[config.mk]
export PLATFORM = sky130hd
export DESIGN_NAME = accumulate_arbiter
export DESIGN_NICKNAME = d
export VERILOG_FILES = /design/src/rtl/accumulate_pkg.sv /design/src/rtl/rr_arb2.sv /design/src/rtl/accumulate_arbiter.sv
export SDC_FILE = /design/constraint.sdc
export NUM_CORES = 1
export LEC_CHECK = 0
export CAP_MARGIN = 10
export CORE_UTILIZATION = 48
export DETAILED_ROUTE_END_ITERATION = 8
export GPL_TIMING_DRIVEN = 0
export MAX_ROUTING_LAYER = met4
export PLACE_DENSITY = 0.94
export SLEW_MARGIN = 20
export SYNTH_ARGS = -nofsm -noshare
export SYNTH_HDL_FRONTEND = slang
export SYNTH_HIERARCHICAL = 1
export SYNTH_SLANG_ARGS = --single-unit
[constraint.sdc]
create_clock -name clk -period 4.7 [get_ports clk]
set_input_delay 1.175 -clock clk [delete_from_list [all_inputs] [get_ports clk]]
set_output_delay 1.175 -clock clk [all_outputs]
set_load 0.1 [all_outputs]
[src/rtl/accumulate_pkg.sv]
// accumulate_pkg: shared definitions for the accumulate arbiter.
//   DATA_W         - width of a data word (IEEE-754 single precision)
//   TIMEOUT_CYCLES - cycles WAIT tolerates without acc_done before giving up
//   QNAN           - word returned when the accumulate unit times out
//   state_t        - arbiter FSM state encoding
package accumulate_pkg;

    localparam int unsigned DATA_W         = 32;
    localparam int unsigned TIMEOUT_CYCLES = 256;
    localparam logic [DATA_W-1:0] QNAN     = 32'h7FC0_0000;

    typedef enum logic [2:0] {
        IDLE,
        START,
        STREAM,
        FINISH,
        WAIT,
        RESULT
    } state_t;

endpackage

[src/rtl/rr_arb2.sv]
// rr_arb2: two-way round-robin arbiter with a registered priority pointer.
//   clk, reset - clock and synchronous active-high reset (pointer favours channel 0)
//   req[1:0]   - request lines
//   update     - pulse: the transaction for 'served' completed, move the pointer
//   served     - one-hot channel that was just served
//   grant      - one-hot combinational grant (zero when no request)
module rr_arb2 (
    input  logic       clk,
    input  logic       reset,
    input  logic [1:0] req,
    input  logic       update,
    input  logic [1:0] served,
    output logic [1:0] grant
);

    // ptr = 1 means channel 1 wins a tie
    logic ptr;

    always_ff @(posedge clk) begin
        if (reset) begin
            ptr <= 1'b0;
        end else if (update) begin
            // favour whichever channel was not just served
            ptr <= served[0];
        end
    end

    always_comb begin
        grant = req;
        if (req == 2'b11) begin
            grant = ptr ? 2'b10 : 2'b01;
        end
    end

endmodule

[src/rtl/accumulate_arbiter.sv]
// accumulate_arbiter: shares one accumulate unit between two burst requesters.
// A granted requester streams words into the unit; the returned sum (or a qNaN
// on timeout) is presented on res_data with a one-cycle resN_valid pulse.
//   clk, reset             - clock, synchronous active-high reset
//   reqN_valid/data/last   - requester N word stream (N = 0, 1)
//   reqN_ready             - requester N word accepted at this edge
//   resN_valid             - one-cycle result pulse for requester N
//   res_data, res_err      - last result; res_err marks a timed-out result
//   acc_start/valid/finished, acc_data - control and data to the accumulate unit
//   acc_result, acc_done   - sum and completion from the accumulate unit
//   busy                   - high whenever the FSM is not IDLE
module accumulate_arbiter
    import accumulate_pkg::*;
(
    input  logic              clk,
    input  logic              reset,
    input  logic              req0_valid,
    input  logic [DATA_W-1:0] req0_data,
    input  logic              req0_last,
    output logic              req0_ready,
    input  logic              req1_valid,
    input  logic [DATA_W-1:0] req1_data,
    input  logic              req1_last,
    output logic              req1_ready,
    output logic              res0_valid,
    output logic              res1_valid,
    output logic [DATA_W-1:0] res_data,
    output logic              res_err,
    output logic              acc_start,
    output logic              acc_valid,
    output logic              acc_finished,
    output logic [DATA_W-1:0] acc_data,
    input  logic [DATA_W-1:0] acc_result,
    input  logic              acc_done,
    output logic              busy
);

    state_t            state;
    logic [1:0]        gnt;          // channel owning the current burst
    logic [1:0]        rdy;
    logic [7:0]        wait_cnt;
    logic              done_pend;    // acc_done seen in FINISH, consumed in WAIT
    logic [DATA_W-1:0] pend_result;

    logic [1:0]        arb_grant;
    logic              hs;
    logic              hs_last;
    logic [DATA_W-1:0] hs_data;

    rr_arb2 u_arb (
        .clk    (clk),
        .reset  (reset),
        .req    ({req1_valid, req0_valid}),
        .update (state == RESULT),
        .served (gnt),
        .grant  (arb_grant)
    );

    assign req0_ready = rdy[0];
    assign req1_ready = rdy[1];
    assign busy       = (state != IDLE);

    always_comb begin
        hs      = (rdy[0] & req0_valid) | (rdy[1] & req1_valid);
        hs_last = gnt[1] ? req1_last : req0_last;
        hs_data = gnt[1] ? req1_data : req0_data;
    end

    always_ff @(posedge clk) begin
        if (reset) begin
            state        <= IDLE;
            gnt          <= 2'b00;
            rdy          <= 2'b00;
            wait_cnt     <= 8'd0;
            done_pend    <= 1'b0;
            pend_result  <= '0;
            acc_start    <= 1'b0;
            acc_valid    <= 1'b0;
            acc_finished <= 1'b0;
            acc_data     <= '0;
            res0_valid   <= 1'b0;
            res1_valid   <= 1'b0;
            res_data     <= '0;
            res_err      <= 1'b0;
        end else begin
            // pulse outputs default low every cycle
            acc_start    <= 1'b0;
            acc_valid    <= 1'b0;
            acc_finished <= 1'b0;
            res0_valid   <= 1'b0;
            res1_valid   <= 1'b0;
            res_err      <= 1'b0;

            case (state)
                IDLE: begin
                    if (|arb_grant) begin
                        gnt       <= arb_grant;
                        acc_start <= 1'b1;
                        state     <= START;
                    end
                end

                START: begin
                    rdy   <= gnt;
                    state <= STREAM;
                end

                STREAM: begin
                    if (hs) begin
                        acc_valid <= 1'b1;
                        acc_data  <= hs_data;
                        if (hs_last) begin
                            rdy   <= 2'b00;
                            state <= FINISH;
                        end
                    end
                end

                // the final acc_valid beat is on the bus in this cycle, so
                // acc_finished is scheduled for the following one
                FINISH: begin
                    acc_finished <= 1'b1;
                    wait_cnt     <= 8'd0;
                    state        <= WAIT;
                    if (acc_done) begin
                        done_pend   <= 1'b1;
                        pend_result <= acc_result;
                    end
                end

                WAIT: begin
                    if (done_pend || acc_done) begin
                        res_data   <= done_pend ? pend_result : acc_result;
                        res0_valid <= gnt[0];
                        res1_valid <= gnt[1];
                        done_pend  <= 1'b0;
                        state      <= RESULT;
                    end else if (wait_cnt == 8'(TIMEOUT_CYCLES - 1)) begin
                        res_data   <= QNAN;
                        res_err    <= 1'b1;
                        res0_valid <= gnt[0];
                        res1_valid <= gnt[1];
                        state      <= RESULT;
                    end else begin
                        wait_cnt <= wait_cnt + 8'd1;
                    end
                end

                // arbiter pointer moves on this cycle via u_arb.update
                RESULT: begin
                    state <= IDLE;
                end

                default: begin
                    state <= IDLE;
                end
            endcase
        end
    end

endmodule

After elaboration in Yosys (flattened, before gate mapping)
Index checks and enable logic that the tools add are counted.
W data, S select, Z words.

storage, ports and cells
  bits in registers = 119
  bits of input ports = 103
  output and inout port bits = 73

operators by class
  $add $sub $neg = 1
  equal/unequal tests = 15
  multiplexer cells = 30
  bitwise logic cells = 6
  reduce and logical (&&, ||, !) cells = 19

operators with widths
  operator               count
  $mux W32               4
  $mux W8                2
  $pmux W8 S2            1
  $mux W3                5
  $pmux W3 S5            1
  $ne A2 B2 Y1 const B   7
  $mux W1                11
  $reduce_and A3 Y1      3
  $add A8 B1 Y8 const B  1
  $eq A8 B8 Y1 const B   1
  $mux W2                4
  $reduce_and A2 Y1      4
  $reduce_or A2 Y1       4
  $eq A3 B2 Y1 const B   2
  $eq A3 B3 Y1 const B   2
  $reduce_bool A2 Y1     3
  $pmux W2 S2            1
  $reduce_and A4 Y1      1
  $eq A3 B1 Y1 const B   1
  $logic_not A3 Y1       1
  $ne A3 B3 Y1 const B   1
  $not A1 Y1             3
  $reduce_bool A3 Y1     1
  $reduce_or A3 Y1       1
  other kinds (5)        6

Longest topological paths before layout
Gate-level depths: netlist of the first run.

  depth in word-level cells = 5
  gate-level depth with buffers = 7
  mapped depth without buffers = 6

Modules after synthesis
Netlist of the first run, hierarchy kept.

by module, submodules not included
  module              times used  cells an instance  area each (µm²)  seq. area each (µm²)
  accumulate_arbiter  1           517                4889.7           2362.3
  rr_arb2             1           6                  52.6             20.0

Worst setup path after synthesis of the first run
OpenSTA, ideal clock, no wires.

  path kind = flip-flop to output port
  start = reg state[0]
  end = out busy
  data arrival time = 1190 ps
  data required time = 3525 ps
  path slack = 2335 ps
  stages on the path, launching flop included = 4
  path buffers = 1
  path through = dfxtp_1 > buf_2 > nor3_1 > inv_1

between the ends
  cells in the longest elaborated chain, start to end = 1

ends and longest elaborated chain
  element                 RTL line                   RTL
  start, declared         accumulate_arbiter.sv:38   state_t state;
  start signal, assigned  accumulate_arbiter.sv:71   state <= IDLE;
  start signal, assigned  accumulate_arbiter.sv:99   state <= START;
  start signal, assigned  accumulate_arbiter.sv:105  state <= STREAM;
  $reduce_bool A3 Y1      accumulate_arbiter.sv:61   assign busy = (state != IDLE);
  end, declared           accumulate_arbiter.sv:35   output logic busy

No other way between the ends.

Final worst setup path of the first run
Same ends and word-level chain as after synthesis.

==> results of run 1 <==
## worst max-delay path, delay by kind of cell (launching register included)
| kind | cells | cell delay (ns) |
|---|---|---|
| buffers and inverters | 3 | 1.30 |
| and+or+nand+nor | 1 | 0.35 |
| DFF | 1 | 0.31 |
## per-layer routing
| layer | routed length (um) | GRT usage, % | part of all wire [%] | vias up |
|---|---|---|---|---|
| met1 | 5539 | 28.17 | 37 | 2248 |
| met4 | 404 | 11.27 | 2.7 | 0 |
| li1 | - | - | - | 2265 |
| met5 | 0 | - | 0 | - |
| met2 | 7880 | 54.56 | 52 | 221 |
| met3 | 1187 | 8.535 | 7.9 | 38 |
## path summary, 6_finish.rpt
check             cells after the start        endpoint  slack (ns)            from
setup / recovery                      4            busy        1.04        state[0]
hold / removal                        2  pend_result[5]        0.46  pend_result[5]
setup reg to reg                      6    res_data[21]        2.73     wait_cnt[0]
hold reg to reg                       2  pend_result[5]        0.46  pend_result[5]
## synth_stat cells, drive strengths merged
master / instances
a21oi: 49
mux2i: 66
a21boi: 4
a211oi: 41
and4: 1
ha: 1
or3: 3
nor2: 44
nand3b: 4
nor4b: 1
and3: 4
dfxtp: 119
nand2: 74
xnor2: 1
nor3: 8
or2: 1
o21ai: 3
or3b: 1
a31oi: 3
o22ai: 1
and2: 3
nand4: 1
o21bai: 1
a22oi: 1
o2bb2ai: 23
buf: 29
inv: 7
o211ai: 2
nand3: 8
clkbuf: 12
a2bb2oi: 3
nor3b: 3
o31a: 1
## kinds of logic (layout without fill, tap and decap cells)
group / Yosys count / count (layout) / synth area share (%)
mux: 66 / 66 / 13.37
buf+inv: 48 / 255 / 4.658
xor+xnor: 1 / 1 / 0.1772
simple gates: 156 / 156 / 14.35
flops: 119 / 119 / 48.20
compound gates: 132 / 132 / 18.99
fa+ha+maj: 1 / 1 / 0.2531
## area by class of cell
type | count | area, um^2 | share of cell area (%)
Buffer | 41 | 203.9 | 2.732
Tap cell | 133 | 166.4 | 2.229
Sequential cell | 119 | 2382 | 31.91
Clock buffer | 17 | 414.1 | 5.547
Timing Repair Buffer | 175 | 1752 | 23.46
Multi-Input combinational cell | 356 | 2330 | 31.20
Clock inverter | 15 | 191.4 | 2.564
Inverter | 7 | 26.28 | 0.3519
## metrics by stage
stage / utilization [%] / cells
after CTS: 75.68 / 863
after global placement: 69.55 / 831
final: 75.68 / 863
after floorplan: - / 523
after global routing: 75.68 / 863
after detailed placement: 69.55 / 831
## sequential cells by signal, summed over array words and instances, names as in the netlist, 2 cells and up
| register | cells |
|---|---|
| acc_data | 32 |
| res_data | 32 |
| wait_cnt | 8 |
| rdy | 2 |
| state | 3 |
| pend_result | 32 |
| gnt | 2 |
## power by group
| part | internal (W) | leakage [nW] | switching (W) |
|---|---|---|---|
| sequential | 0.00104 | 0.960 | 0.0000158 |
| clock | 0.000820 | 0.292 | 0.000505 |
| combinational | 0.000184 | 1.28 | 0.000288 |
| total | 0.00204 | 2.53 | 0.000809 |
## cells in the final DEF, fill, tap and decap left out, drive strengths merged, types with 4 or more instances in the layout
cell type        n
clkdlybuf4s50  175
dfxtp          119
nand2           74
mux2i           66
a21oi           49
nor2            44
a211oi          41
buf             29
clkbuf          29
o2bb2ai         23
inv             13
nor3             8
nand3            8
and3             4
nand3b           4
a21boi           4
clkinv           4
==> flow_metrics.env, run 1 <==
export IMPL_outcome="finished clean"
export IMPL_critical_path_required_ns=3.52
export IMPL_max_cap_violations=0
export IMPL_firstDrtPassIters=7
export IMPL_number_of_antenna_repair_diodes=0
export IMPL_cp_data_arrival_time_ns=2.48
export IMPL_worst_slew_margin_rel_pct=30.82
export IMPL_critical_path_endpoint_type="primary output"
export IMPL_yosysWarningCount=6
export IMPL_ctsLongestPathBuffers=2
export IMPL_seq_area_frac_synth_pct=48.20
export IMPL_synth_top_area_share_pct=48.20
export IMPL_grt_antenna_before_repair=0
export IMPL_areaGrowthSynthToFinish_pct=51.06
export IMPL_post_cts_buffers=0
export IMPL_drt_vias_per_instance=5.530
export IMPL_worst_path_max_fanout=10
export IMPL_holdCritPathClass="reg2reg"
export IMPL_syn_area_per_cell_um2=9.450
export IMPL_cts_tree="yes"
export IMPL_hpwlAfterDp_um=10750
export IMPL_grt_pass1_vias=4848
export IMPL_floorplan_die_area_um2=10710
export IMPL_drc=0
export IMPL_synth_area_um2=4942
export IMPL_pins_over_slew_limit=0
export IMPL_globalplace_congestion=0.8823
export IMPL_grt_max_degree=17
export IMPL_syn_num_nets=627
export IMPL_die_w_um=103.5
export IMPL_cells_after_synthesis=523
export IMPL_finalWorstPathRequiredPeriod_ns=3.658
export IMPL_final_nets=821
export IMPL_vias=4772
export IMPL_power_ir_vdd_worst_mv=0.3035
export IMPL_die_height_um=103.5
export IMPL_num_fill_cells=653
export IMPL_clkSinkCount=119
export IMPL_floorplan_io_pins=176
export IMPL_clk_pin_slew_worst_paths_ns=0.07
export IMPL_drt_wirelength_per_cell_um=17.39
export IMPL_post_cts_resized=0
export IMPL_finalHoldViolCount=0
export IMPL_io_buffers=175
export IMPL_ctsRootBufferMaster="sky130_fd_sc_hd__clkbuf_8"
export IMPL_slowest_stage_cell_on_the_critical_path="sky130_fd_sc_hd__clkdlybuf4s50_1"
export IMPL_detail_route_antenna_nets=0
export IMPL_worst_setup_path_type="reg2out"
export IMPL_hold_ws_ns=0.4625
export IMPL_grt_overflow_total=0
export IMPL_yosysUniqueCellTypes=43
export IMPL_grt_first_pass_wirelength_um=22820
export IMPL_critPathLaunchType="register"
export IMPL_grt_util_all_layers_pct=29.21
export IMPL_finalCritPeriodShare_pct=77.84
export IMPL_ys_seq_elements=119
export IMPL_drive_above_1_share_pct=10.14
export IMPL_finalInstanceArea_um2=7466
export IMPL_dpl_worst_slack_ns=1.487
export IMPL_worst_clock_skew_ns=0.009788
export IMPL_maxClockFrequency_mhz=273.3
export IMPL_grt_setup_unrepaired="false"
export IMPL_row_count=36
export IMPL_initial_core_utilization_pct=50.10
export IMPL_h_tree_depth=4
export IMPL_floorplan_core_area_um2=9864
export IMPL_postLayoutSetupSlackWorst_ns=1.042
export IMPL_cts_made_buffers=17
export IMPL_totalNegativeSetupSlack_ns=0
export IMPL_routed_wirelength_um=15010
export IMPL_p_leak_nw=2.532
export IMPL_timing_critical_path_cells="buf_2, nor3_1, inv_1, clkdlybuf4s50_1"
export IMPL_power_w=0.002850
export IMPL_power_per_cell_area_nw_per_um2=381.7
export IMPL_place_area_um2=6860
export IMPL_worst_skew_pair_late_latency_ns=0.53
export IMPL_cts_hold_buf=0
export IMPL_post_synth_main_area_contributors="sky130_fd_sc_hd__dfxtp_1 (48%), sky130_fd_sc_hd__mux2i_1 (13%), sky130_fd_sc_hd__nand2_1 (5.6%)"
export IMPL_worst_slew_pin_transition_ns=1.034
export IMPL_finalSetupViolCount=0
export IMPL_worst_path_largest_cell_delay_ns=1.00
export IMPL_drt_first_iter_violations=265
export IMPL_synth_largest_area_cell="sky130_fd_sc_hd__dfxtp_1"
(Power assumes the default switching activity.)
==> inputs of run 2 (changes only) <==
Settings changed: CORE_UTILIZATION 48 to 45, PLACE_DENSITY 0.94 to 0.89.
Clock period 4.7 ns to 3.6 ns, I/O delays scaled along.
==> run 2 against run 1 <==
Compared with the run above: count of clock-buffer cells in the layout grew 2; die area grew 6.5%; total power grew 29%.
==> flow_metrics.env, run 2 (synthesis results as in run 1) <==
export IMPL_outcome="finished clean"
export IMPL_holdCritPathClass="reg2reg"
export IMPL_post_cts_resized=0
export IMPL_vias=4617
export IMPL_share_clk_of_total_power_pct=46.0
export IMPL_met2WireLength_um=7274
export IMPL_slowest_stage_cell_on_the_critical_path="sky130_fd_sc_hd__clkdlybuf4s50_1"
export IMPL_drt_vias_per_instance=5.331
export IMPL_routed_wirelength_um=14250
export IMPL_globalplace_congestion=0.8403
export IMPL_dp_cells=834
export IMPL_h_tree_depth=4
export IMPL_final_common_cell="sky130_fd_sc_hd__clkdlybuf4s50_1"
export IMPL_critical_path_endpoint_type="primary output"
export IMPL_grt_overflow_total=0
export IMPL_clkSinkCount=119
export IMPL_drc=0
export IMPL_firstDrtPassIters=5
export IMPL_grt_setup_unrepaired="false"
export IMPL_grt_pass1_vias=4561
export IMPL_power_per_cell_area_nw_per_um2=492.5
export IMPL_worst_slew_pin_transition_ns=1.035
export IMPL_finalCritPeriodShare_pct=93.31
export IMPL_p_leak_nw=2.517
export IMPL_cp_data_arrival_time_ns=2.46
export IMPL_final_nets=821
export IMPL_sw_frac_of_total_pct=27.31
export IMPL_timing_critical_path_cells="buf_2, nor3_1, inv_1, clkdlybuf4s50_1"
export IMPL_pins_over_slew_limit=0
export IMPL_drt_first_iter_violations=186
export IMPL_routed_top_layer="met4"
export IMPL_power_w=0.003677
export IMPL_areaGrowthSynthToFinish_pct=51.09
export IMPL_cp_num_buf_inv=3
export IMPL_floorplan_core_area_um2=10510
export IMPL_worst_setup_path_type="reg2out"
export IMPL_floorplan_die_area_um2=11410
export IMPL_hpwlAfterDp_um=10540
export IMPL_worst_path_max_fanout=10
export IMPL_grt_antenna_before_repair=0
export IMPL_drt_wirelength_per_cell_um=16.46
export IMPL_final_instance_count_excl_fill=866
export IMPL_top_regs="acc_data x32, pend_result x32, res_data x32"
export IMPL_worst_path_largest_cell_delay_ns=1.00
export IMPL_path_delay_family="buffers and inverters"
export IMPL_ctsRootBufferMaster="sky130_fd_sc_hd__clkbuf_8"
export IMPL_initial_core_utilization_pct=47.03
export IMPL_worst_skew_pair_late_latency_ns=0.51
export IMPL_drive_above_1_share_pct=10.00
export IMPL_critical_path_required_ns=2.70
export IMPL_pwr_share_seq_pct=37.4
export IMPL_wl_met3_um=1027
export IMPL_power_ir_vdd_worst_mv=0.2942
export IMPL_critPathLaunchType="register"
export IMPL_commonest_cells_after_routing_fill_and_taps_aside="sky130_fd_sc_hd__clkdlybuf4s50_1 (175), sky130_fd_sc_hd__dfxtp_1 (119), sky130_fd_sc_hd__nand2_1 (74)"
export IMPL_cts_tree="yes"
export IMPL_detail_route_antenna_nets=0
export IMPL_power_share_combinational_pct=16.6
export IMPL_post_cts_buffers=0
export IMPL_place_area_um2=6864
export IMPL_cts_hold_buf=0
export IMPL_p_int_w=0.002673
export IMPL_floorplan_io_pins=176
export IMPL_grt_max_degree=17
export IMPL_grt_first_pass_wirelength_um=22270
export IMPL_max_cap_violations=0
export IMPL_worst_clock_skew_ns=0.007949
export IMPL_switching_power_w=0.001004
export IMPL_clk_pin_slew_worst_paths_ns=0.05
export IMPL_hold_ws_ns=0.4588
export IMPL_row_count=37
export IMPL_totalNegativeSetupSlack_ns=0
export IMPL_die_w_um=106.8
export IMPL_ctsLongestPathBuffers=2
export IMPL_finalHoldViolCount=0
export IMPL_m1WireLength_um=5751
export IMPL_cts_made_buffers=17
export IMPL_finalWorstPathRequiredPeriod_ns=3.359
export IMPL_worst_slew_margin_rel_pct=30.77
export IMPL_maxClockFrequency_mhz=297.7
export IMPL_grt_util_all_layers_pct=25.81
export IMPL_finalSetupViolCount=0
export IMPL_finalInstanceArea_um2=7467
export IMPL_die_height_um=106.8
export IMPL_number_of_antenna_repair_diodes=0
export IMPL_io_buffers=175
-- run 2: changes by cell type in the layout (fill, tap and decap cells not counted), sizes merged --
cell	previous run	this run
inv	13	9
clkinvlp	2	5
clkbuf	29	31
clkinv	4	3
-- run 2: per-stage QoR --
step                      setup WS, ns  util [%]
after floorplan                  1.484         -
after global placement          0.6449     65.32
after detailed placement        0.6148     65.32
after CTS                       0.2284     71.06
after global routing            0.1460     71.06
final                           0.2408     71.06
-- run 2: layout make-up --
| cell class | instances | area [um^2] |
|---|---|---|
| Fill cell | 752 | 3042 |
| Buffer | 41 | 203.9 |
| Inverter | 7 | 26.28 |
| Tap cell | 136 | 170.2 |
| Clock buffer | 19 | 431.7 |
| Sequential cell | 119 | 2382 |
| Timing Repair Buffer | 175 | 1752 |
| Multi-Input combinational cell | 356 | 2330 |
| Clock inverter | 13 | 171.4 |
-- run 2: tightest hold or removal path, delay by kind of cell, from the launching register on --
family / cells / cell delay, ns
AOI/OAI and AO/OA: 1 / 0.05
DFF: 1 / 0.31
and+or+nand+nor: 1 / 0.05
-- run 2: worst paths after layout --
kind | from | endpoint | slack [ns] | cells after the start
worst min register to register | pend_result[1] | pend_result[1] | 0.46 | 2
worst max-delay path | state[0] | busy | 0.24 | 4
worst min-delay path | pend_result[1] | pend_result[1] | 0.46 | 2
worst max register to register | wait_cnt[0] | res_data[0] | 1.62 | 6
-- run 2: power by group through the flow --
stage / clock [W] / sequential, W / combinational (W)
floorplan: 0 / 0.00152 / 0.000269
global placement: 0 / 0.00140 / 0.000594
detailed placement: 0 / 0.00140 / 0.000606
CTS: 0.00171 / 0.00137 / 0.000611
global route: 0.00178 / 0.00138 / 0.000645
finish: 0.00169 / 0.00138 / 0.000612
-- run 2: per-layer routing --
metal / up-vias / global-route usage, %
met4: 0 / 8.513
met3: 23 / 7.599
li1: 2253 / -
met1: 2161 / 27.55
met5: - / -
met2: 180 / 45.67
==> inputs of run 3 (changes only) <==
Settings changed: REMOVE_ABC_BUFFERS from default to 1.
==> run 3 against run 2 <==
Compared with the run above: combinational power shrank 7.5%; flip-flop and latch count unchanged; global-route usage is 2.6 points lower; final cell count shrank 4.4%; count of clock-buffer cells in the layout fell by 1; first-iteration DRC count decreased by 29%.
==> flow_metrics.env, run 3 (synthesis results as in run 1) <==
export IMPL_min_from="pend_result[29]"
export IMPL_finalCritPeriodShare_pct=92.49
export IMPL_finalSetupViolCount=0
export IMPL_max_cap_violations=0
export IMPL_areaGrowthSynthToFinish_pct=48.03
export IMPL_critPathLaunchType="register"
export IMPL_worst_slew_pin_transition_ns=1.032
export IMPL_top_regs="acc_data x32, pend_result x32, res_data x32"
export IMPL_cts_hold_buf=0
export IMPL_sw_frac_of_total_pct=27.77
export IMPL_cts_made_buffers=17
export IMPL_maxClockFrequency_mhz=300.3
export IMPL_worst_setup_path_type="reg2out"
export IMPL_r2r_depth=6
export IMPL_grt_first_pass_wirelength_um=20420
export IMPL_globalplace_congestion=0.8335
export IMPL_post_cts_buffers=0
export IMPL_power_per_cell_area_nw_per_um2=490.7
export IMPL_share_clk_of_total_power_pct=45.2
export IMPL_worstSetupStartpoint="state[0]"
export IMPL_row_count=37
export IMPL_drt_wirelength_per_cell_um=15.45
export IMPL_die_w_um=106.8
export IMPL_initial_core_utilization_pct=47.03
export IMPL_final_nets=784
export IMPL_power_ir_vdd_worst_mv=0.3005
export IMPL_drt_vias_per_instance=5.372
export IMPL_die_height_um=106.8
export IMPL_holdCritPathClass="reg2reg"
export IMPL_firstDrtPassIters=4
export IMPL_floorplan_die_area_um2=11410
export IMPL_ctsLongestPathBuffers=2
export IMPL_clkSinkCount=119
export IMPL_pins_over_slew_limit=0
export IMPL_drive_above_1_share_pct=8.092
export IMPL_finalWorstPathRequiredPeriod_ns=3.330
export IMPL_drt_first_iter_violations=132
export IMPL_grt_overflow_total=0
export IMPL_power_share_combinational_pct=15.8
export IMPL_p_leak_nw=2.408
export IMPL_worst_path_max_fanout=11
export IMPL_drc=0
export IMPL_critical_path_required_ns=2.70
export IMPL_io_buffers=175
export IMPL_finalHoldViolCount=0
export IMPL_grt_setup_unrepaired="false"
export IMPL_m1WireLength_um=5163
export IMPL_met2WireLength_um=6602
export IMPL_clk_pin_slew_worst_paths_ns=0.06
export IMPL_ctsRootBufferMaster="sky130_fd_sc_hd__clkbuf_8"
export IMPL_floorplan_core_area_um2=10510
export IMPL_slowest_stage_cell_on_the_critical_path="sky130_fd_sc_hd__clkdlybuf4s50_1"
export IMPL_outcome="finished clean"
export IMPL_worst_clock_skew_ns=0.01485
export IMPL_fin_util_pct=69.62
export IMPL_grt_max_degree=65
export IMPL_grt_antenna_before_repair=0
export IMPL_number_of_antenna_repair_diodes=0
export IMPL_wl_met3_um=818
export IMPL_pwr_share_seq_pct=39.0
export IMPL_power_w=0.003590
export IMPL_grt_util_all_layers_pct=23.26
export IMPL_timing_critical_path_cells="nor3_1, inv_1, clkdlybuf4s50_1"
export IMPL_routed_top_layer="met4"
export IMPL_detail_route_antenna_nets=0
export IMPL_post_cts_resized=0
export IMPL_grt_pass1_vias=4306
export IMPL_worst_skew_pair_late_latency_ns=0.51
export IMPL_hpwlAfterDp_um=9052
export IMPL_cts_tree="yes"
export IMPL_final_common_cell="sky130_fd_sc_hd__clkdlybuf4s50_1"
export IMPL_routed_wirelength_um=12790
export IMPL_worst_slew_margin_rel_pct=30.99
export IMPL_p_int_w=0.002593
export IMPL_regToRegStartpoint="wait_cnt[0]"
export IMPL_worst_path_largest_cell_delay_ns=1.14
export IMPL_commonest_cells_after_routing_fill_and_taps_aside="sky130_fd_sc_hd__clkdlybuf4s50_1 (174), sky130_fd_sc_hd__dfxtp_1 (117), sky130_fd_sc_hd__nand2_1 (74)"
export IMPL_floorplan_io_pins=176
export IMPL_critical_path_endpoint_type="primary output"
export IMPL_rrSetupSlack_ns=1.24
export IMPL_vias=4448
export IMPL_switching_power_w=0.0009969
export IMPL_cp_data_arrival_time_ns=2.43
export IMPL_h_tree_depth=4
export IMPL_whs_path_depth=2
## run 3: cell count changes in the layout (fill, tap and decap cells not counted), sizes merged
cell / delta
buf: -24
bufinv: -1
clkinv: +1
clkbuf: -13
clkinvlp: -2
clkdlybuf4s50: -1
inv: +2
## run 3: layout make-up
class / instances / area (um^2)
fillers: 776 / 3193
flip-flops and latches: 119 / 2385
multi-input cells: 356 / 2341
repair buffers: 179 / 1821
clock buffers: 18 / 427.9
well taps: 136 / 170.2
clock inverters: 13 / 145.1
inverters: 7 / 26.28
## run 3: power by group through the flow
stage	logic (W)	clock network, W	registers [W]
3_5_place_dp	0.000563	0	0.00143
4_1_cts	0.000568	0.00165	0.00140
5_1_grt	0.000598	0.00171	0.00141
2_1_floorplan	0.000206	0	0.00155
3_3_place_gp	0.000528	0	0.00144
6_report	0.000566	0.00162	0.00140
## run 3: routing by layer
| metal | vias to the layer above | track usage [%] |
|---|---|---|
| li1 | 2192 | - |
| met4 | 0 | 8.904 |
| met3 | 18 | 5.350 |
| met5 | - | - |
| met1 | 2080 | 24.97 |
| met2 | 158 | 41.52 |
## run 3: worst max-delay path, delay by kind of cell (launching register included)
| kind | cells | cell delay [ns] |
|---|---|---|
| and+or+nand+nor | 1 | 0.16 |
| DFF | 1 | 0.53 |
| buffers and inverters | 2 | 1.24 |
## run 3: stage by stage
stage | cell area [um^2] | std cells | hold WS (ns) | TNS, ns | setup slack [ns]
finish | 7316 | 828 | 0.4574 | 0 | 0.2703
floorplan | 4738 | 482 | 0.4300 | 0 | 1.002
detailed placement | 6743 | 797 | 0.4480 | 0 | 0.6944
global placement | 6660 | 793 | 0.4415 | -108.95 | -2.302
global route | 7316 | 828 | 0.4685 | 0 | 0.1718
CTS | 7316 | 828 | 0.4566 | 0 | 0.2582
## run 3: final timing paths
path	endpoint
max	busy
min	pend_result[29]
max reg2reg	res_data[1]
min reg2reg	pend_result[29]
